--- config.mk ---
export PLATFORM = sky130hd
export DESIGN_NAME = crc_arb_flat
export DESIGN_NICKNAME = d
export VERILOG_FILES = /design/src/rtl/crc_arb_if.sv /design/src/rtl/crc_arb.sv /design/src/flat_wrapper.sv
export SDC_FILE = /design/constraint.sdc
export NUM_CORES = 1
export LEC_CHECK = 0
export BUFFER_PORTS_ARGS = -buffer_cell sky130_fd_sc_hd__buf_4
export CAP_MARGIN = 20
export CORE_MARGIN = 2
export CORE_UTILIZATION = 33
export DETAILED_ROUTE_END_ITERATION = 10
export SLEW_MARGIN = 5
export SYNTH_ARGS = -nofsm -noshare
export SYNTH_HDL_FRONTEND = slang
export SYNTH_SLANG_ARGS = --single-unit
--- constraint.sdc ---
create_clock -name clk_i -period 3 [get_ports clk_i]
set_input_delay 0.6 -clock clk_i [delete_from_list [all_inputs] [get_ports clk_i]]
set_output_delay 0.6 -clock clk_i [all_outputs]
set_load 0.02 [all_outputs]
--- src/rtl/crc_arb_if.sv ---
// crc_arb_if: requester-side bundle of the shared CRC-8 engine (requests, clears, grants, contexts).
// Requests are level and held until gnt_o; the engine drives gnt_o/done_o/crc_o/busy_o back.
interface crc_arb_if #(
  parameter int REQ_NUM = 4
);
  logic [REQ_NUM-1:0]   req_i;
  logic [8*REQ_NUM-1:0] data_i;
  logic [REQ_NUM-1:0]   clr_i;
  logic [7:0]           init_i;
  logic [REQ_NUM-1:0]   gnt_o;
  logic [REQ_NUM-1:0]   done_o;
  logic [8*REQ_NUM-1:0] crc_o;
  logic                 busy_o;

  modport master (
    output req_i, data_i, clr_i, init_i,
    input  gnt_o, done_o, crc_o, busy_o
  );

  modport slave (
    input  req_i, data_i, clr_i, init_i,
    output gnt_o, done_o, crc_o, busy_o
  );
endinterface

--- src/rtl/crc_arb.sv ---
// crc_arb: shared CRC-8 (poly 0x07) engine, round-robin arbitration, or fixed priority with CRC_ARB_PRIO_EN.
// done_o 5 cycles after gnt_o, one byte per 6 cycles; requesters hold req_i until granted, ignored while busy.
module crc_arb #(
  parameter int REQ_NUM = 4
) (
  input  logic      clk_i,
  input  logic      rst_i,
  crc_arb_if.slave  bus
);
  localparam int IW = $clog2(REQ_NUM);

  typedef enum logic [2:0] {
    IDLE   = 3'd0,
    SHIFT1 = 3'd1,
    SHIFT2 = 3'd2,
    SHIFT3 = 3'd3,
    SHIFT4 = 3'd4,
    DONE   = 3'd5
  } state_t;

  state_t              state_q;
  state_t              state_d;
  logic [7:0]          ctx_q [REQ_NUM];
  logic [7:0]          work_q;
  logic [7:0]          byte_q;
  logic [IW-1:0]       idx_q;
`ifndef CRC_ARB_PRIO_EN
  logic [IW-1:0]       last_q;
`endif
  logic [REQ_NUM-1:0]  elig;
  logic                win_vld;
  logic [IW-1:0]       win_idx;
  logic                abort;
  logic [1:0]          bits;
  logic [7:0]          step_crc;

  function automatic logic [7:0] crc_bit(input logic [7:0] c, input logic b);
    logic fb;
    fb = c[7] ^ b;
    return {c[6:0], 1'b0} ^ (fb ? 8'h07 : 8'h00);
  endfunction

  // A same-cycle clear beats the request.
  assign elig  = bus.req_i & ~bus.clr_i;
  assign abort = (state_q != IDLE) && bus.clr_i[idx_q];

  always_comb begin
    win_vld = 1'b0;
    win_idx = '0;
`ifdef CRC_ARB_PRIO_EN
    for (int i = REQ_NUM - 1; i >= 0; i--) begin
      if (elig[i]) begin
        win_vld = 1'b1;
        win_idx = IW'(i);
      end
    end
`else
    for (int i = REQ_NUM; i >= 1; i--) begin
      logic [IW-1:0] cand;
      cand = IW'((int'(last_q) + i) % REQ_NUM);
      if (elig[cand]) begin
        win_vld = 1'b1;
        win_idx = cand;
      end
    end
`endif
  end

  always_comb begin
    case (state_q)
      SHIFT1:  bits = byte_q[7:6];
      SHIFT2:  bits = byte_q[5:4];
      SHIFT3:  bits = byte_q[3:2];
      default: bits = byte_q[1:0];
    endcase
    step_crc = crc_bit(crc_bit(work_q, bits[1]), bits[0]);
  end

  always_ff @(posedge clk_i) begin
    if (rst_i) begin
      state_q <= IDLE;
    end else begin
      state_q <= state_d;
    end
  end

  always_comb begin
    state_d = state_q;
    case (state_q)
      IDLE:    if (win_vld) state_d = SHIFT1;
      SHIFT1:  state_d = SHIFT2;
      SHIFT2:  state_d = SHIFT3;
      SHIFT3:  state_d = SHIFT4;
      SHIFT4:  state_d = DONE;
      DONE:    state_d = IDLE;
      default: state_d = IDLE;
    endcase
    if (abort) state_d = IDLE;
  end

  always_comb begin
    bus.gnt_o  = '0;
    bus.done_o = '0;
    bus.busy_o = (state_q != IDLE);
    if (state_q == IDLE && win_vld) bus.gnt_o[win_idx] = 1'b1;
    if (state_q == DONE && !abort)  bus.done_o[idx_q]  = 1'b1;
  end

  always_ff @(posedge clk_i) begin
    if (rst_i) begin
      work_q <= '0;
      byte_q <= '0;
      idx_q  <= '0;
`ifndef CRC_ARB_PRIO_EN
      last_q <= IW'(REQ_NUM - 1);
`endif
    end else if (state_q == IDLE && win_vld) begin
      byte_q <= bus.data_i[8*win_idx +: 8];
      idx_q  <= win_idx;
      work_q <= ctx_q[win_idx];
`ifndef CRC_ARB_PRIO_EN
      last_q <= win_idx;
`endif
    end else if (state_q inside {SHIFT1, SHIFT2, SHIFT3, SHIFT4}) begin
      work_q <= step_crc;
    end
  end

  // The result commits on the edge into DONE so crc_o already shows it while done_o pulses;
  // a clear of the active requester in DONE still overwrites it with init_i on the next edge.
  always_ff @(posedge clk_i) begin
    for (int k = 0; k < REQ_NUM; k++) begin
      if (rst_i) begin
        ctx_q[k] <= '0;
      end else if (bus.clr_i[k]) begin
        ctx_q[k] <= bus.init_i;
      end else if (state_q == SHIFT4 && idx_q == IW'(k)) begin
        ctx_q[k] <= step_crc;
      end
    end
  end

  always_comb begin
    for (int k = 0; k < REQ_NUM; k++) begin
      bus.crc_o[8*k +: 8] = ctx_q[k];
    end
  end
endmodule

--- src/flat_wrapper.sv ---
// flat-port wrapper written by rule: the top's interface ports become plain ports
module crc_arb_flat 
#(
  parameter int REQ_NUM = 4
)
  (clk_i, rst_i, bus_req_i, bus_data_i, bus_clr_i, bus_init_i, bus_gnt_o, bus_done_o, bus_crc_o, bus_busy_o);
  crc_arb_if #(.REQ_NUM(REQ_NUM)) bus_i ();
  input  logic clk_i;
  input  logic rst_i;
  input wire logic [$bits(bus_i.req_i)-1:0] bus_req_i;
  input wire logic [$bits(bus_i.data_i)-1:0] bus_data_i;
  input wire logic [$bits(bus_i.clr_i)-1:0] bus_clr_i;
  input wire logic [$bits(bus_i.init_i)-1:0] bus_init_i;
  output wire logic [$bits(bus_i.gnt_o)-1:0] bus_gnt_o;
  output wire logic [$bits(bus_i.done_o)-1:0] bus_done_o;
  output wire logic [$bits(bus_i.crc_o)-1:0] bus_crc_o;
  output wire logic [$bits(bus_i.busy_o)-1:0] bus_busy_o;
  assign bus_i.req_i = bus_req_i;
  assign bus_i.data_i = bus_data_i;
  assign bus_i.clr_i = bus_clr_i;
  assign bus_i.init_i = bus_init_i;
  assign bus_gnt_o = bus_i.gnt_o;
  assign bus_done_o = bus_i.done_o;
  assign bus_crc_o = bus_i.crc_o;
  assign bus_busy_o = bus_i.busy_o;
  crc_arb #(.REQ_NUM(REQ_NUM)) u_core (.clk_i(clk_i), .rst_i(rst_i), .bus(bus_i));
endmodule
==> results of run 1 <==
cells in the final DEF (no fill, tap or decap), types with 12 or more instances in the layout:
| master | count |
|---|---|
| a21oi_1 | 12 |
| a22o_1 | 20 |
| buf_4 | 109 |
| dfxtp_1 | 22 |
| edfxtp_1 | 32 |
| mux2_2 | 12 |
| mux2i_1 | 15 |
| nand2_1 | 34 |
| nor2_1 | 22 |
| nor3_1 | 13 |
| o21ai_0 | 15 |
cell families (layout without fill, tap and decap cells):
| kind of cell | Yosys count | after routing | synth area share, % |
|---|---|---|---|
| flops | 55 | 55 | 43.7 |
| compound gates | 90 | 90 | 20.9 |
| mux | 28 | 28 | 9.47 |
| xor+xnor | 6 | 6 | 2.04 |
| buf+inv | 28 | 122 | 3.70 |
| simple gates | 118 | 118 | 20.1 |
registers in the layout, summed over array words and instances, names as in the netlist:
register / flops
u_core.idx_q: 2
u_core.work_q: 8
u_core.last_q: 2
u_core.byte_q: 8
u_core.ctx_q: 32
u_core.state_q: 3
power groups by stage:
stage	Clock (W)	Combinational [W]	Sequential [W]
2_1_floorplan	0	0.000780	0.00105
3_3_place_gp	0	0.00113	0.00107
3_5_place_dp	0	0.00114	0.00107
4_1_cts	0.000426	0.00115	0.00106
5_1_grt	0.000456	0.00125	0.00108
6_report	0.000423	0.00114	0.00106
timing repair:
| action | in CTS | in global routing |
|---|---|---|
| resized for setup | 1 | 0 |
| hold endpoints to repair | 0 | 0 |
| endpoints found under the setup margin | 1 | 0 |
how the worst max path moves through the flow:
stage	slack [ns]	cells after the start	end
2_1_floorplan	0.18	4	bus_done_o[0]
5_1_grt	0.02	4	bus_done_o[0]
3_5_place_dp	0.16	5	bus_done_o[0]
4_1_cts	0.09	4	bus_done_o[0]
3_3_place_gp	0.19	5	bus_done_o[0]
6_report	0.11	4	bus_done_o[0]
layer usage:
| metal | vias to the layer above | track usage [%] | share of wire (%) |
|---|---|---|---|
| met1 | 1454 | 22.9 | 41 |
| met4 | 0 | 5.06 | 1.5 |
| met3 | 12 | 2.62 | 5.0 |
| met5 | - | 0 | 0 |
| met2 | 95 | 34.1 | 52 |
| li1 | 1420 | - | - |
tightest hold or removal path, cell delays in order (launching register included):
cell	delay, ns
dfxtp_1	0.32
nand2_1	0.05
a21oi_1	0.05
stage by stage:
step | hold WS [ns] | power (W)
after floorplan | 0.428 | 0.00183
after global placement | 0.437 | 0.00220
after detailed placement | 0.446 | 0.00221
after CTS | 0.461 | 0.00263
after global routing | 0.482 | 0.00278
final | 0.459 | 0.00262
final cells by class:
cell class	instances	share of cell area (%)
clock buffers	6	1.72
clock inverters	2	0.415
inverters	5	0.444
multi-input cells	242	40.4
flip-flops and latches	55	33.7
well taps	133	3.94
repair buffers	109	19.4
==> impl_results.md, run 1 <==
* Postcts setup bufs at 0
* Run status: completed
* WP buf/inv at 1
* Vias in the first global route at 2791
* Sequential share of power at 40.4%
* # fillers at 941
* Distinct cell type count after synthesis at 61
* Cell area after synthesis at 3250 um^2
* Pwr dens at 620 nW/um^2
* Finished Cell Area at 4220 um^2
* TritonCTS Buffers at 5
* Max-slew violations at 0
* Root buffer cell: clkbuf_8
* Global Route Usage Sum at 18.6%
* Register Area at 1420 um^2
* Total Wirelength at 9.96 mm
* Grt total ovfl at 0
* Most frequent cells after synthesis: 34 x nand2_1, 32 x edfxtp_1, 23 x dfxtp_1
* Per-cell routed wire length at 18.0 um
* Setup WS post-layout at 0.110 ns
* CP Cell Sequence: mux4_2 -> or4b_2 -> nor3_1 -> buf_4
* Row count at 36
* Reg2reg setup slack at 0.45 ns
* CP startpoint: u_core.idx_q[0]
* CTS tree: yes
* Via count at 2981
* Combinational power share at 43.5%
* Share of the yosys chip area belonging to registers at 43.7%
* Post-CTS Hold Fix Bufs at 0
* Worst-Skew Late Latency at 0.31 ns
* Fmax at 346 MHz
* H-tree Lvls at 2
* Leading area contributor after synthesis: edfxtp_1
* Clock Pin Slew Worst Setup and Hold Paths at 0.10 ns
* # clock sinks at 55
* Bufs on Longest Clock Path at 2
* Area contributors post-synth: edfxtp_1 30%, dfxtp_1 14%, a22o_1 5.4%, mux2i_1 4.6%, mux2_2 4.2%
* Global-route wire length before repair at 14.8 mm
* Syn_nets at 375
* Chip height at 103 um
* Vias per cell at 5.40
* Initial antenna violation count at 0
* WHS Path Cells at 2
* Worst hold path class: reg2reg
* Area grow syn2layout at 30.0%
* Tmin final at 2.89 ns
* RSZ-0062 raised after global routing: false
* Dpl cells at 544
* Crit Path Max Fanout at 9
* Ys flop type: edfxtp_1
* Post-place setup slack at 0.164 ns
* Die width at 103 um
* CP max stage delay at 0.68 ns
* Sw Share at 39.2%
* Int Pwr at 0.00159 W
* Top-level port count at 91
* Fin crit share at 96.3%
* Worst Path Arrival at 2.29 ns
* Post-synth EDFFs at 32
* R2r startpoint: u_core.state_q[1]
* I/O Buffers at 90
* Slowest cell on the critical path: or4b_2
* First-iteration detailed-routing DRC count at 199
* Worst path top cell family by delay: simple AND/OR/NAND/NOR gates
* Area after DPL at 4130 um^2
* TritonRoute pass-1 iters at 4
* Final Setup Violations at 0
* Fin cells at 552
* Die ar. at 10700 um^2
* Least-Margin Pin Slew at 0.854 ns
* Switch Pwr at 0.00103 W
* Final Util at 43.6%
* Antenna Nets Post-Route at 0
* Clock power share at 16.1%
* Max Cap Violations at 0
* Antenna fix cells at 0
* Most frequent cell after synthesis: nand2_1
* Setup TNS at 0 ns
* Hold Fails Final Rpt at 0
* RR Endpoint: u_core.ctx_q[1][2]
* Critical Path RT at 2.40 ns
* Mean Syn Cell Area at 10.0 um^2
* Area of the multi-input gates at 1710 um^2
* Async SR Flop Fraction at 0%
* VDD IR max at 0.000244 V
* Dpl hpwl at 7.51 mm
* Clock Skews at 0.0104 ns
* Core area at 9680 um^2
* Hold EP: u_core.byte_q[3]
* #FFs+latches synth at 55
* Starting Density at 33.6%
* Setup Crit Path Kind: reg2out
* Remaining DRCs at 0
* Post-Synthesis Cells at 325
* Nets at 468
* HP Start: u_core.byte_q[3]
* Leakage at 1.76 nW
* CP startpoint kind: flip-flop
* Synth top area share at 29.6%
* Worst reg2reg path depth at 6
* Pin count of the biggest net entering global routing at 33
* Synth warnings at 0
* Worst slew margin at 42.9%
* CP Capture Type: output pin
* Layout cells sized above 1 at 34.4%
* Final GP Congestion at 0.867
Power figures use the tool's default switching activity.
==> run 2, diff against run 1 <==
--- a/config.mk
+++ b/config.mk
@@ -8,8 +8,9 @@
 export BUFFER_PORTS_ARGS = -buffer_cell sky130_fd_sc_hd__buf_4
 export CAP_MARGIN = 20
 export CORE_MARGIN = 2
-export CORE_UTILIZATION = 33
+export CORE_UTILIZATION = 53
 export DETAILED_ROUTE_END_ITERATION = 10
+export PLACE_DENSITY = 0.81
 export SLEW_MARGIN = 5
 export SYNTH_ARGS = -nofsm -noshare
 export SYNTH_HDL_FRONTEND = slang
==> run 2 against run 1 <==
  * Flip-flop and latch count stayed put
  * First-iteration DRC count is 27% higher
  * Critical path depth stayed put
  * Register-to-register slack hardly changed
  * Utilization is 26 points higher
  * Non-clock buffer count is 1 lower
==> impl_results.md, run 2 (same netlist as run 1, synthesis figures left out) <==
* Max Cap Violations at 0 (unchanged)
* Pin count of the biggest net entering global routing at 33 (unchanged)
* Die ar. at 6770 um^2 (-36%)
* Worst-Skew Late Latency at 0.32 ns (about the same)
* CP startpoint kind: flip-flop
* Final GP Congestion at 0.951 (+9.8%)
* I/O Buffers at 90 (unchanged)
* Area grow syn2layout at 27.6%
* Worst reg2reg path depth at 6 (unchanged)
* Final Setup Violations at 0 (unchanged)
* Sw Share at 39.6% (+0.43 points)
* Dpl hpwl at 7.09 mm (-5.6%)
* Fin crit share at 96.3% (about the same)
* WHS Path Cells at 2 (unchanged)
* Core area at 5920 um^2 (-39%)
* CTS tree: yes
* Total power at 0.00264 W (+0.76%)
* Most common cell after layout, fill and taps aside: buf_4
* VDD IR max at 0.000395 V (+62%)
* Total Wirelength at 9.34 mm (-6.2%)
* Worst Path Arrival at 2.29 ns (about the same)
* Top-level port count at 91 (unchanged)
* Grt total ovfl at 0 (unchanged)
* Combinational power share at 43.3% (-0.2 points)
* Leakage at 1.76 nW (-0.24%)
* Fmax at 346 MHz (about the same)
* Post-CTS Resized at 1 (unchanged)
* Layout cells sized above 1 at 34.2% (-0.16 points)
* Setup TNS at 0 ns (unchanged)
* Antenna Nets Post-Route at 0 (unchanged)
* Setup Crit Path Kind: reg2out
* Finished Cell Area at 4150 um^2 (-1.8%)
* Run status: completed
* Clock Pin Slew Worst Setup and Hold Paths at 0.10 ns (about the same)
* Int Pwr at 0.00159 W (about the same)
* CP Capture Type: output pin
* Least-Margin Pin Slew at 0.793 ns (-0.0609 ns)
* Post-CTS Hold Fix Bufs at 0 (unchanged)
* Max FFs per register at 32 (unchanged)
* Root buffer cell: clkbuf_8
* Row count at 28 (-22%)
* Vias in the first global route at 2885 (+3.4%)
* Clock Skews at 0.0106 ns (+0.000175 ns)
* Hold Fails Final Rpt at 0 (unchanged)
* Most frequent cells in the layout: 108 x buf_4, 34 x nand2_1, 32 x edfxtp_1
* H-tree Lvls at 2 (unchanged)
* RSZ-0062 raised after global routing: false
* Biggest register: u_core.ctx_q
* Crit Path Max Fanout at 9 (unchanged)
* Remaining DRCs at 0 (unchanged)
* Area after DPL at 4050 um^2 (-1.9%)
* Max-slew violations at 0 (unchanged)
* Worst slew margin at 46.7% (+3.8 points)
* Chip height at 82.3 um (-20%)
* Critical Path RT at 2.40 ns (about the same)
* Via count at 3049 (+2.3%)
* Tmin final at 2.89 ns (-0.00111 ns)
* Postcts setup bufs at 0 (unchanged)
* Global-route wire length before repair at 14.4 mm (-2.8%)
* Worst hold path class: reg2reg
* TritonCTS Buffers at 5 (unchanged)
* Global Route Usage Sum at 29.0% (+10 points)
* First-iteration detailed-routing DRC count at 252 (+27%)
* Sequential share of power at 40.5% (about the same)
* Nets at 467 (-0.21%)
* Switch Pwr at 0.00105 W (+1.9%)
* Pwr dens at 637 nW/um^2 (+2.6%)
* Starting Density at 54.9% (+21 points)
* Per-cell routed wire length at 18.9 um (+5.0%)
* Final Util at 70.0% (+26 points)
* Initial antenna violation count at 0 (unchanged)
* Vias per cell at 6.18 (+15%)
* Clock power share at 16.2% (about the same)
* Bufs on Longest Clock Path at 2 (unchanged)
* Antenna fix cells at 0 (unchanged)
* TritonRoute pass-1 iters at 5 (+1)
* Top flop regs: u_core.ctx_q: 32 flops, u_core.byte_q: 8 flops, u_core.work_q: 8 flops
* # clock sinks at 55 (unchanged)
* Die width at 82.3 um (-20%)
run 2: final timing paths:
kind | from | end | slack, ns
worst max-delay path | u_core.idx_q[0] | bus_done_o[0] | 0.11
worst min register to register | u_core.byte_q[7] | u_core.byte_q[7] | 0.46
worst min-delay path | u_core.byte_q[7] | u_core.byte_q[7] | 0.46
worst max register to register | u_core.state_q[0] | u_core.ctx_q[2][2] | 0.44
run 2: metrics by stage:
stage	std cells	hold slack, ns	setup WS, ns
2_1_floorplan	325	0.428	0.180
3_3_place_gp	485	0.442	0.211
5_1_grt	493	0.486	0.0361
6_report	493	0.462	0.111
4_1_cts	493	0.471	0.0718
3_5_place_dp	485	0.458	0.155
run 2: area by class of cell:
type,count,area [um^2]
clock inverter,3,21.3
timing repair buffer,108,811
sequential,55,1430
tap,75,93.8
multi-input combinational,242,1710
fill,467,1770
inverter,5,18.8
clock buffer,5,68.8
run 2: per-layer routing:
metal,share of wire [%],routed length [um],vias up,GRT usage (%)
li1,-,-,1422,-
met1,38,3590,1425,36.9
met2,49,4610,182,48.2
met3,9.9,925,20,5.98
met4,2.4,221,0,11.2
met5,0,0,-,0
run 2: worst max-delay path, cell delays in order, from the launching register on:
cell	delay, ns
dfxtp_4	0.41
mux4_2	0.52
or4b_2	0.69
nor3_1	0.17
buf_4	0.17
run 2: power groups by stage:
stage	clock, W	sequential [W]	combinational, W
global route	0.000455	0.00108	0.00124
detailed placement	0	0.00108	0.00112
global placement	0	0.00108	0.00110
finish	0.000427	0.00107	0.00114
CTS	0.000426	0.00106	0.00113
floorplan	0	0.00105	0.000780
==> run 3, diff against run 2 <==
--- a/config.mk
+++ b/config.mk
@@ -8,9 +8,9 @@
 export BUFFER_PORTS_ARGS = -buffer_cell sky130_fd_sc_hd__buf_4
 export CAP_MARGIN = 20
 export CORE_MARGIN = 2
-export CORE_UTILIZATION = 53
+export CORE_UTILIZATION = 57
 export DETAILED_ROUTE_END_ITERATION = 10
-export PLACE_DENSITY = 0.81
+export PLACE_DENSITY_LB_ADDON = 0.25
 export SLEW_MARGIN = 5
 export SYNTH_ARGS = -nofsm -noshare
 export SYNTH_HDL_FRONTEND = slang
==> constraint.sdc (replaced) <==
create_clock -name clk_i -period 3.49 [get_ports clk_i]
set_input_delay 0.698 -clock clk_i [delete_from_list [all_inputs] [get_ports clk_i]]
set_output_delay 0.698 -clock clk_i [all_outputs]
set_load 0.02 [all_outputs]
==> run 3 against run 2 <==
  * Combinational power down 15%
  * Hold slack worse by 0.0016 ns
  * Die area down 6.7%
  * Routed wire length up 1.7%
  * First-iteration DRC count up 28%
  * Flip-flop and latch count unchanged
  * Register-to-register slack better by 0.51 ns
  * Total power down 16%
  * Via count up 2.8%
  * Clock skew about the same
  * Sequential share of layout area up 0.33 points
  * Critical path depth unchanged
  * Critical path type unchanged
  * Largest cell class unchanged
==> impl_results.md, run 3 (same netlist as run 1, synthesis figures left out) <==
* H-tree Lvls at 2 (unchanged)
* Clock Pin Slew Worst Setup and Hold Paths at 0.09 ns (about the same)
* Worst slew margin at 38.5% (-8.3 points)
* CP startpoint kind: flip-flop
* Antenna Nets Post-Route at 0 (unchanged)
* Global Route Usage Sum at 31.2% (+2.3 points)
* Vias in the first global route at 3025 (+4.9%)
* Chip height at 79.5 um (-3.4%)
* Die ar. at 6320 um^2 (-6.7%)
* Clock power share at 15.6% (-0.6 points)
* Top flop regs: u_core.ctx_q: 32 flops, u_core.byte_q: 8 flops, u_core.work_q: 8 flops
* CTS tree: yes
* Sw Share at 39.2% (-0.40 points)
* Post-CTS Resized at 0 (-1)
* TritonRoute pass-1 iters at 5 (unchanged)
* Biggest register: u_core.ctx_q
* Least-Margin Pin Slew at 0.916 ns (+0.123 ns)
* Grt total ovfl at 0 (unchanged)
* VDD IR max at 0.000351 V (-11%)
* Dpl hpwl at 6.99 mm (-1.3%)
* Worst hold path class: reg2reg
* Die width at 79.5 um (-3.4%)
* Final GP Congestion at 0.836 (-12%)
* Int Pwr at 0.00135 W (-15%)
* Core area at 5510 um^2 (-7.0%)
* Fin crit share at 90.2%
* Clock Skews at 0.0108 ns (+0.000256 ns)
* Crit Path Max Fanout at 9 (unchanged)
* Setup TNS at 0 ns (unchanged)
* Max Cap Violations at 0 (unchanged)
* # clock sinks at 55 (unchanged)
* Max FFs per register at 32 (unchanged)
* Final Util at 74.4% (+4.4 points)
* TritonCTS Buffers at 5 (unchanged)
* Register Area at 1420 um^2 (-0.26%)
* Root buffer cell: clkbuf_8
* Post-CTS Hold Fix Bufs at 0 (unchanged)
* Nets at 462 (-1.1%)
* Postcts setup bufs at 0 (unchanged)
* Starting Density at 59.0% (+4.1 points)
* Leakage at 1.73 nW (-1.7%)
* Final Setup Violations at 0 (unchanged)
* Worst Path Arrival at 2.45 ns (+0.16 ns)
* # fillers at 411 (-12%)
* Run status: completed
* Pwr dens at 544 nW/um^2 (-15%)
* Pin count of the biggest net entering global routing at 33 (unchanged)
* Fmax at 318 MHz
* Sequential share of power at 41.1% (+0.6 points)
* Bufs on Longest Clock Path at 2 (unchanged)
* Critical Path RT at 2.79 ns (+0.39 ns)
* Global-route wire length before repair at 15.0 mm (+4.1%)
* Post-place setup slack at 0.379 ns (+0.224 ns)
* Top-level port count at 91 (unchanged)
* Most common cell after layout, fill and taps aside: buf_4
* Worst-Skew Late Latency at 0.31 ns (about the same)
* Area grow syn2layout at 26.1%
* RSZ-0062 raised after global routing: false
* CP Capture Type: output pin
* Setup Crit Path Kind: reg2out
* Total Wirelength at 9.50 mm (+1.7%)
* Layout cells sized above 1 at 32.9% (-1.3 points)
* First-iteration detailed-routing DRC count at 323 (+28%)
* Total power at 0.00223 W (-16%)
* Remaining DRCs at 0 (unchanged)
* Combinational power share at 43.3% (about the same)
* Antenna fix cells at 0 (unchanged)
* I/O Buffers at 90 (unchanged)
* Vias per cell at 6.46 (+4.5%)
* Per-cell routed wire length at 19.6 um (+3.4%)
* Setup WS post-layout at 0.342 ns (+0.231 ns)
* Initial antenna violation count at 0 (unchanged)
* Hold Fails Final Rpt at 0 (unchanged)
* Area of the multi-input gates at 1710 um^2 (unchanged)
* Switch Pwr at 0.000873 W (-16%)
* Tmin final at 3.15 ns
* Via count at 3135 (+2.8%)
* Row count at 27 (-3.6%)
* Max-slew violations at 0 (unchanged)
* Most frequent cells in the layout: 103 x buf_4, 34 x nand2_1, 32 x edfxtp_1
* Min Hold Slack at 0.461 ns (-0.00162 ns)
run 3: path summary, 6_finish.rpt:
| check | slack [ns] | endpoint | from | cells past startpoint |
|---|---|---|---|---|
| max | 0.34 | bus_done_o[0] | u_core.idx_q[0] | 4 |
| min | 0.46 | u_core.byte_q[7] | u_core.byte_q[7] | 2 |
| max reg2reg | 0.95 | u_core.ctx_q[2][2] | u_core.state_q[0] | 6 |
| min reg2reg | 0.46 | u_core.byte_q[7] | u_core.byte_q[7] | 2 |
run 3: routing by layer:
layer,share of wire (%),vias to the layer above,routed length (um),global-route usage [%]
met4,2.6,0,250,12.8
met3,10,29,979,4.64
met1,39,1481,3700,40.8
met2,48,215,4570,52.0
li1,-,1410,-,-
met5,0,-,0,0
run 3: final cells by class:
cell class              instances  area share [%]
multi-input cells             242            41.7
clock buffers                   6            1.77
clock inverters                 2           0.305
flip-flops and latches         55            34.7
inverters                       5           0.458
repair buffers                103            18.9
well taps                      72            2.20
run 3: worst max-delay path, stage by stage (launching register included):
cell and delay (ns):
dfxtp_1 0.49, mux4_2 0.57, or4b_2 0.69, nor3_1 0.21, buf_4 0.19
run 3: stage by stage:
stage	cell area [um^2]	std cells
floorplan	3250	325
global placement	4010	477
detailed placement	4010	477
CTS	4100	485
global route	4100	485
finish	4100	485
run 3: power by group through the flow:
| stage | logic [W] | registers [W] | clock network [W] |
|---|---|---|---|
| 6_report | 0.000964 | 0.000914 | 0.000348 |
| 5_1_grt | 0.00105 | 0.000929 | 0.000377 |
| 4_1_cts | 0.000954 | 0.000909 | 0.000346 |
| 3_5_place_dp | 0.000947 | 0.000921 | 0 |
| 3_3_place_gp | 0.000929 | 0.000916 | 0 |
| 2_1_floorplan | 0.000670 | 0.000900 | 0 |
